File: config.mk
export PLATFORM = sky130hd
export DESIGN_NAME = ctrl_transaccion
export DESIGN_NICKNAME = d
export VERILOG_FILES = /design/src/rtl/ctrl_transaccion.sv
export SDC_FILE = /design/constraint.sdc
export NUM_CORES = 1
export LEC_CHECK = 0
export BUFFER_PORTS_ARGS = -buffer_cell sky130_fd_sc_hd__buf_2
export CORE_MARGIN = 1
export CORE_UTILIZATION = 38
export DETAILED_ROUTE_END_ITERATION = 8
export PLACE_DENSITY = 0.78
export SLEW_MARGIN = 40
export SYNTH_ARGS = -nofsm -noshare
export SYNTH_HDL_FRONTEND = slang
export SYNTH_SLANG_ARGS = --single-unit
File: constraint.sdc
create_clock -name clk -period 1.7 [get_ports clk]
set_clock_uncertainty 0.05 [all_clocks]
set_input_delay 0 -clock clk [delete_from_list [all_inputs] [get_ports clk]]
set_output_delay 0 -clock clk [all_outputs]
set_load 0.05 [all_outputs]
File: src/rtl/ctrl_transaccion.sv
// Transaction-layer controller: sequences RESET/INIT/IDLE/ACTIVE/ERROR and latches FIFO thresholds.
// Optional macro CTRL_ERROR_CAPTURE_EN builds a register that snapshots error_fifo on ERROR entry.
module ctrl_transaccion #(
    parameter int unsigned TH_WIDTH  = 3,
    parameter int unsigned IDLE_WAIT = 2
) (
    input  logic                clk,
    input  logic                reset,
    input  logic                init,
    input  logic [TH_WIDTH-1:0] umbral_af_in,
    input  logic [TH_WIDTH-1:0] umbral_ae_in,
    input  logic [3:0]          empty_in,
    input  logic [3:0]          empty_out,
    input  logic [7:0]          error_fifo,
    output logic [2:0]          state,
    output logic [TH_WIDTH-1:0] umbral_af,
    output logic [TH_WIDTH-1:0] umbral_ae,
    output logic                idle_out,
    output logic                active_out,
    output logic                error_out,
    output logic                arb_enable,
    output logic [7:0]          error_src
);

    typedef enum logic [2:0] {
        StReset  = 3'd0,
        StInit   = 3'd1,
        StIdle   = 3'd2,
        StActive = 3'd3,
        StError  = 3'd4
    } state_e;

    localparam logic [3:0] WaitLast = 4'(IDLE_WAIT - 1);

    state_e              state_q, state_d;
    logic [3:0]          idle_cnt_q, idle_cnt_d;
    logic [TH_WIDTH-1:0] af_q, af_d;
    logic [TH_WIDTH-1:0] ae_q, ae_d;

    logic all_empty;
    logic any_error;
    logic cfg_valid;

    assign all_empty = (empty_in == 4'hF) && (empty_out == 4'hF);
    assign any_error = |error_fifo;
    assign cfg_valid = umbral_ae_in < umbral_af_in;

    always_ff @(posedge clk) begin
        if (reset) begin
            state_q    <= StReset;
            idle_cnt_q <= '0;
            af_q       <= '0;
            ae_q       <= '0;
        end else begin
            state_q    <= state_d;
            idle_cnt_q <= idle_cnt_d;
            af_q       <= af_d;
            ae_q       <= ae_d;
        end
    end

    always_comb begin
        state_d = state_q;
        case (state_q)
            StReset: state_d = StInit;
            StInit: begin
                if (!init && cfg_valid) begin
                    state_d = StIdle;
                end
            end
            StIdle: begin
                if (any_error) begin
                    state_d = StError;
                end else if (init) begin
                    state_d = StInit;
                end else if (empty_in != 4'hF) begin
                    state_d = StActive;
                end
            end
            StActive: begin
                if (any_error) begin
                    state_d = StError;
                end else if (init) begin
                    state_d = StInit;
                end else if (all_empty && (idle_cnt_q == WaitLast)) begin
                    state_d = StIdle;
                end
            end
            StError: state_d = StError;
            default: state_d = StReset;
        endcase
    end

    // Counter only survives while staying in ACTIVE, so every entry sees it cleared.
    always_comb begin
        idle_cnt_d = '0;
        if ((state_q == StActive) && (state_d == StActive) && all_empty) begin
            idle_cnt_d = (idle_cnt_q == 4'hF) ? idle_cnt_q : idle_cnt_q + 4'd1;
        end
    end

    always_comb begin
        af_d = af_q;
        ae_d = ae_q;
        if (state_q == StInit) begin
            af_d = umbral_af_in;
            ae_d = umbral_ae_in;
        end
    end

    always_comb begin
        state      = state_q;
        idle_out   = (state_q == StIdle);
        active_out = (state_q == StActive);
        error_out  = (state_q == StError);
        arb_enable = (state_q == StActive);
        umbral_af  = af_q;
        umbral_ae  = ae_q;
    end

`ifdef CTRL_ERROR_CAPTURE_EN
    logic [7:0] error_src_q, error_src_d;

    always_comb begin
        error_src_d = error_src_q;
        if ((state_q != StError) && (state_d == StError)) begin
            error_src_d = error_fifo;
        end
    end

    always_ff @(posedge clk) begin
        if (reset) begin
            error_src_q <= '0;
        end else begin
            error_src_q <= error_src_d;
        end
    end

    assign error_src = error_src_q;
`else
    assign error_src = 8'h00;
`endif

endmodule

==> impl_metrics.tcl <==
set metrics [dict create \
    final_cell_mix "37 x buf_2, 13 x nor2_1, 9 x dfxtp_1" \
    status "complete, no violations" \
    first_pass_iters 4 \
    gp_congestion 0.754 \
    clk_latency_ns 0.28 \
    max_cap_violations 0 \
    io_pins 46 \
    hp-class "in -> reg" \
    core_um2 1980 \
    finalNetCount 169 \
    ys_ff_latch 13 \
    slew_viol_final 0 \
    cts_tree "built" \
    p_per_area_nw_per_um2 687 \
    wl_mm 2.23 \
    grt_overflow 0 \
    ant_nets 0 \
    cp-end-kind "flop" \
    grt_util_met3 0.0370 \
    fillers 164 \
    initial_core_util 0.408 \
    dp_hpwl_mm 1.60 \
    syn-cell-area_um2 808 \
    fin_total_pwr_uw 808 \
    hold_violations 0 \
    die_w_um 48.1 \
    synth_cells 90 \
    syn_avg_cell_area_um2 8.98 \
    clockBufferDepth 2 \
    drc 0 \
    vias 806 \
    syn_to_final_growth_pct 45.5 \
    drt_iter0_drc 18 \
    grt_pass1_wl_mm 3.19 \
    numCtsBuffers 3 \
    crit_type "reg -> reg" \
    cellLeakagePower_uw 0.000554 \
    grt_usage 0.195 \
    grt_pass1_vias 767 \
    cts_setup_buffers 0 \
    yosysTopAreaCellShare 0.322 \
    dp.cells 155 \
    cts_root_buf "clkbuf_4" \
    peakVddDrop_v 0.000333 \
    grt_max_degree 10 \
    reg2reg_slack_ns 0.02 \
    port_buffers 37 \
    ys_warn_count 0 \
    avgRoutedWirePerCell_um 13.4 \
    antenna_found_initial 0 \
    start_kind "flop" \
    synth_area_leaders "dfxtp_1 32%, buf_4 8.4%, mux2i_1 7.4%, nor2_1 6.5%, ha_1 6.2%" \
    use_met2 0.354 \
    cts_htree_levels 1 \
    yosysSeqAreaShare 0.322 \
    cts_sinks 13 \
    yosys.area.top_type "dfxtp_1" \
    stdcell_area_um2 1180 \
    cp_data_required_time_ns 1.82 \
    placementRows 16 \
    synth_cell_types 34 \
    use_met1 0.214 \
    rsz0062_at_grt "true" \
    stdcell_count 166 \
    die_area_um2 2320 \
    min_period_ns 1.68 \
    worstPathArrival_ns 1.81 \
    drive_gt1_frac 0.439 \
    place_area_um2 1030 \
    diodes 0 \
    crit_fanout 6 \
    vias_per_cell 4.86 \
    setup_viol 0 \
    top_usage_layer "met2" \
    die_h_um 48.1 \
    finalCritPeriodShare 0.990 \
    layout_commonest_cell "buf_2" \
    path_clk_slew_ns 0.08 \
    fmaxAchievable_mhz 594 \
]
-- sequential cells by signal (all words and copies together), names as in the netlist --
| name | count |
|---|---|
| idle_cnt_q | 4 |
| state | 3 |
| umbral_ae | 3 |
| umbral_af | 3 |
-- area by class of cell --
type	count	area (um2)	area share
clock buffer	4	26.3	0.0223
inverter	6	22.5	0.0191
multi-input combinational	67	531	0.451
sequential	13	270	0.230
tap	27	33.8	0.0287
timing repair buffer	49	293	0.249
-- what timing repair did --
action                                  in CTS  in global routing
resized for setup                            2                  5
endpoints found under the setup margin       3                  3
hold buffers                                 7                  0
pin swaps                                    0                  1
hold endpoints to repair                     7                  0
-- Yosys cell counts --
master	number
mux2i_1	6
inv_1	6
or4_4	1
or4_1	1
nand2_1	1
a311o_1	1
nand3b_1	1
buf_4	9
nand3_1	2
conb_1	1
or2_2	1
a211oi_1	1
ha_1	4
xnor2_1	1
a31oi_1	1
buf_1	1
a311oi_4	1
or4b_2	1
a2111oi_2	1
a211o_1	1
nor3_1	4
o21ai_0	3
a21oi_1	3
a2bb2oi_1	1
nor4_2	1
or2b_1	2
o2111ai_2	1
or3b_1	1
nor3b_1	1
a21o_1	1
dfxtp_1	13
nor2_1	14
buf_6	1
nand4_1	2
-- worst max-delay path: stages (launching register included) --
cell and delay (ns):
dfxtp_4 0.36, or3b_4 0.42, a311oi_4 0.29, o2111ai_4 0.20, a2111oi_4 0.26
-- power by group --
| group | total, uW | internal [uW] | switching (uW) |
|---|---|---|---|
| Combinational | 275 | 90.4 | 185 |
| Sequential | 333 | 321 | 11.9 |
| Clock | 200 | 91.0 | 109 |
-- per-stage QoR --
| step | setup TNS [ns] | setup slack (ns) | util | hold WS, ns |
|---|---|---|---|---|
| 6_report | 0 | 0.0162 | 0.593 | 0.0610 |
| 5_1_grt | -0.146 | -0.0734 | 0.593 | 0.0868 |
| 4_1_cts | -0.0265 | -0.0265 | 0.574 | 0.0550 |
| 3_5_place_dp | -0.166 | -0.0602 | 0.520 | 0.219 |
| 3_3_place_gp | 0 | 0.0145 | 0.520 | 0.200 |
| 2_1_floorplan | -0.00529 | -0.00529 | - | 0.0939 |
-- cells by family (layout without fill, tap and decap cells) --
kind of cell | count (synthesis) | after routing | synth area share
AOI/OAI and AO/OA | 15 | 15 | 0.167
xor gates and xnor gates | 1 | 1 | 0.0108
adders and majority gates | 4 | 4 | 0.0619
buffers and inverters | 17 | 59 | 0.130
DFF | 13 | 13 | 0.322
muxes | 6 | 6 | 0.0743
other | 1 | 8 | 0.00464
and+or+nand+nor | 33 | 33 | 0.229
-- worst paths after layout --
| path | startpoint | endpoint | cells past startpoint |
|---|---|---|---|
| worst max-delay path | state[1] | idle_cnt_q[1] | 4 |
| worst min-delay path | init | state[1] | 4 |
| worst max register to register | state[1] | idle_cnt_q[1] | 4 |
| worst min register to register | umbral_ae[1] | umbral_ae[1] | 2 |
-- layer usage --
| layer | up-vias | part of all wire |
|---|---|---|
| met1 | 379 | 0.41 |
| met2 | 20 | 0.56 |
| li1 | 405 | - |
| met4 | 0 | 0.0063 |
| met3 | 2 | 0.027 |
| met5 | - | 0 |
No activity file was read; power rests on OpenSTA's default activity.
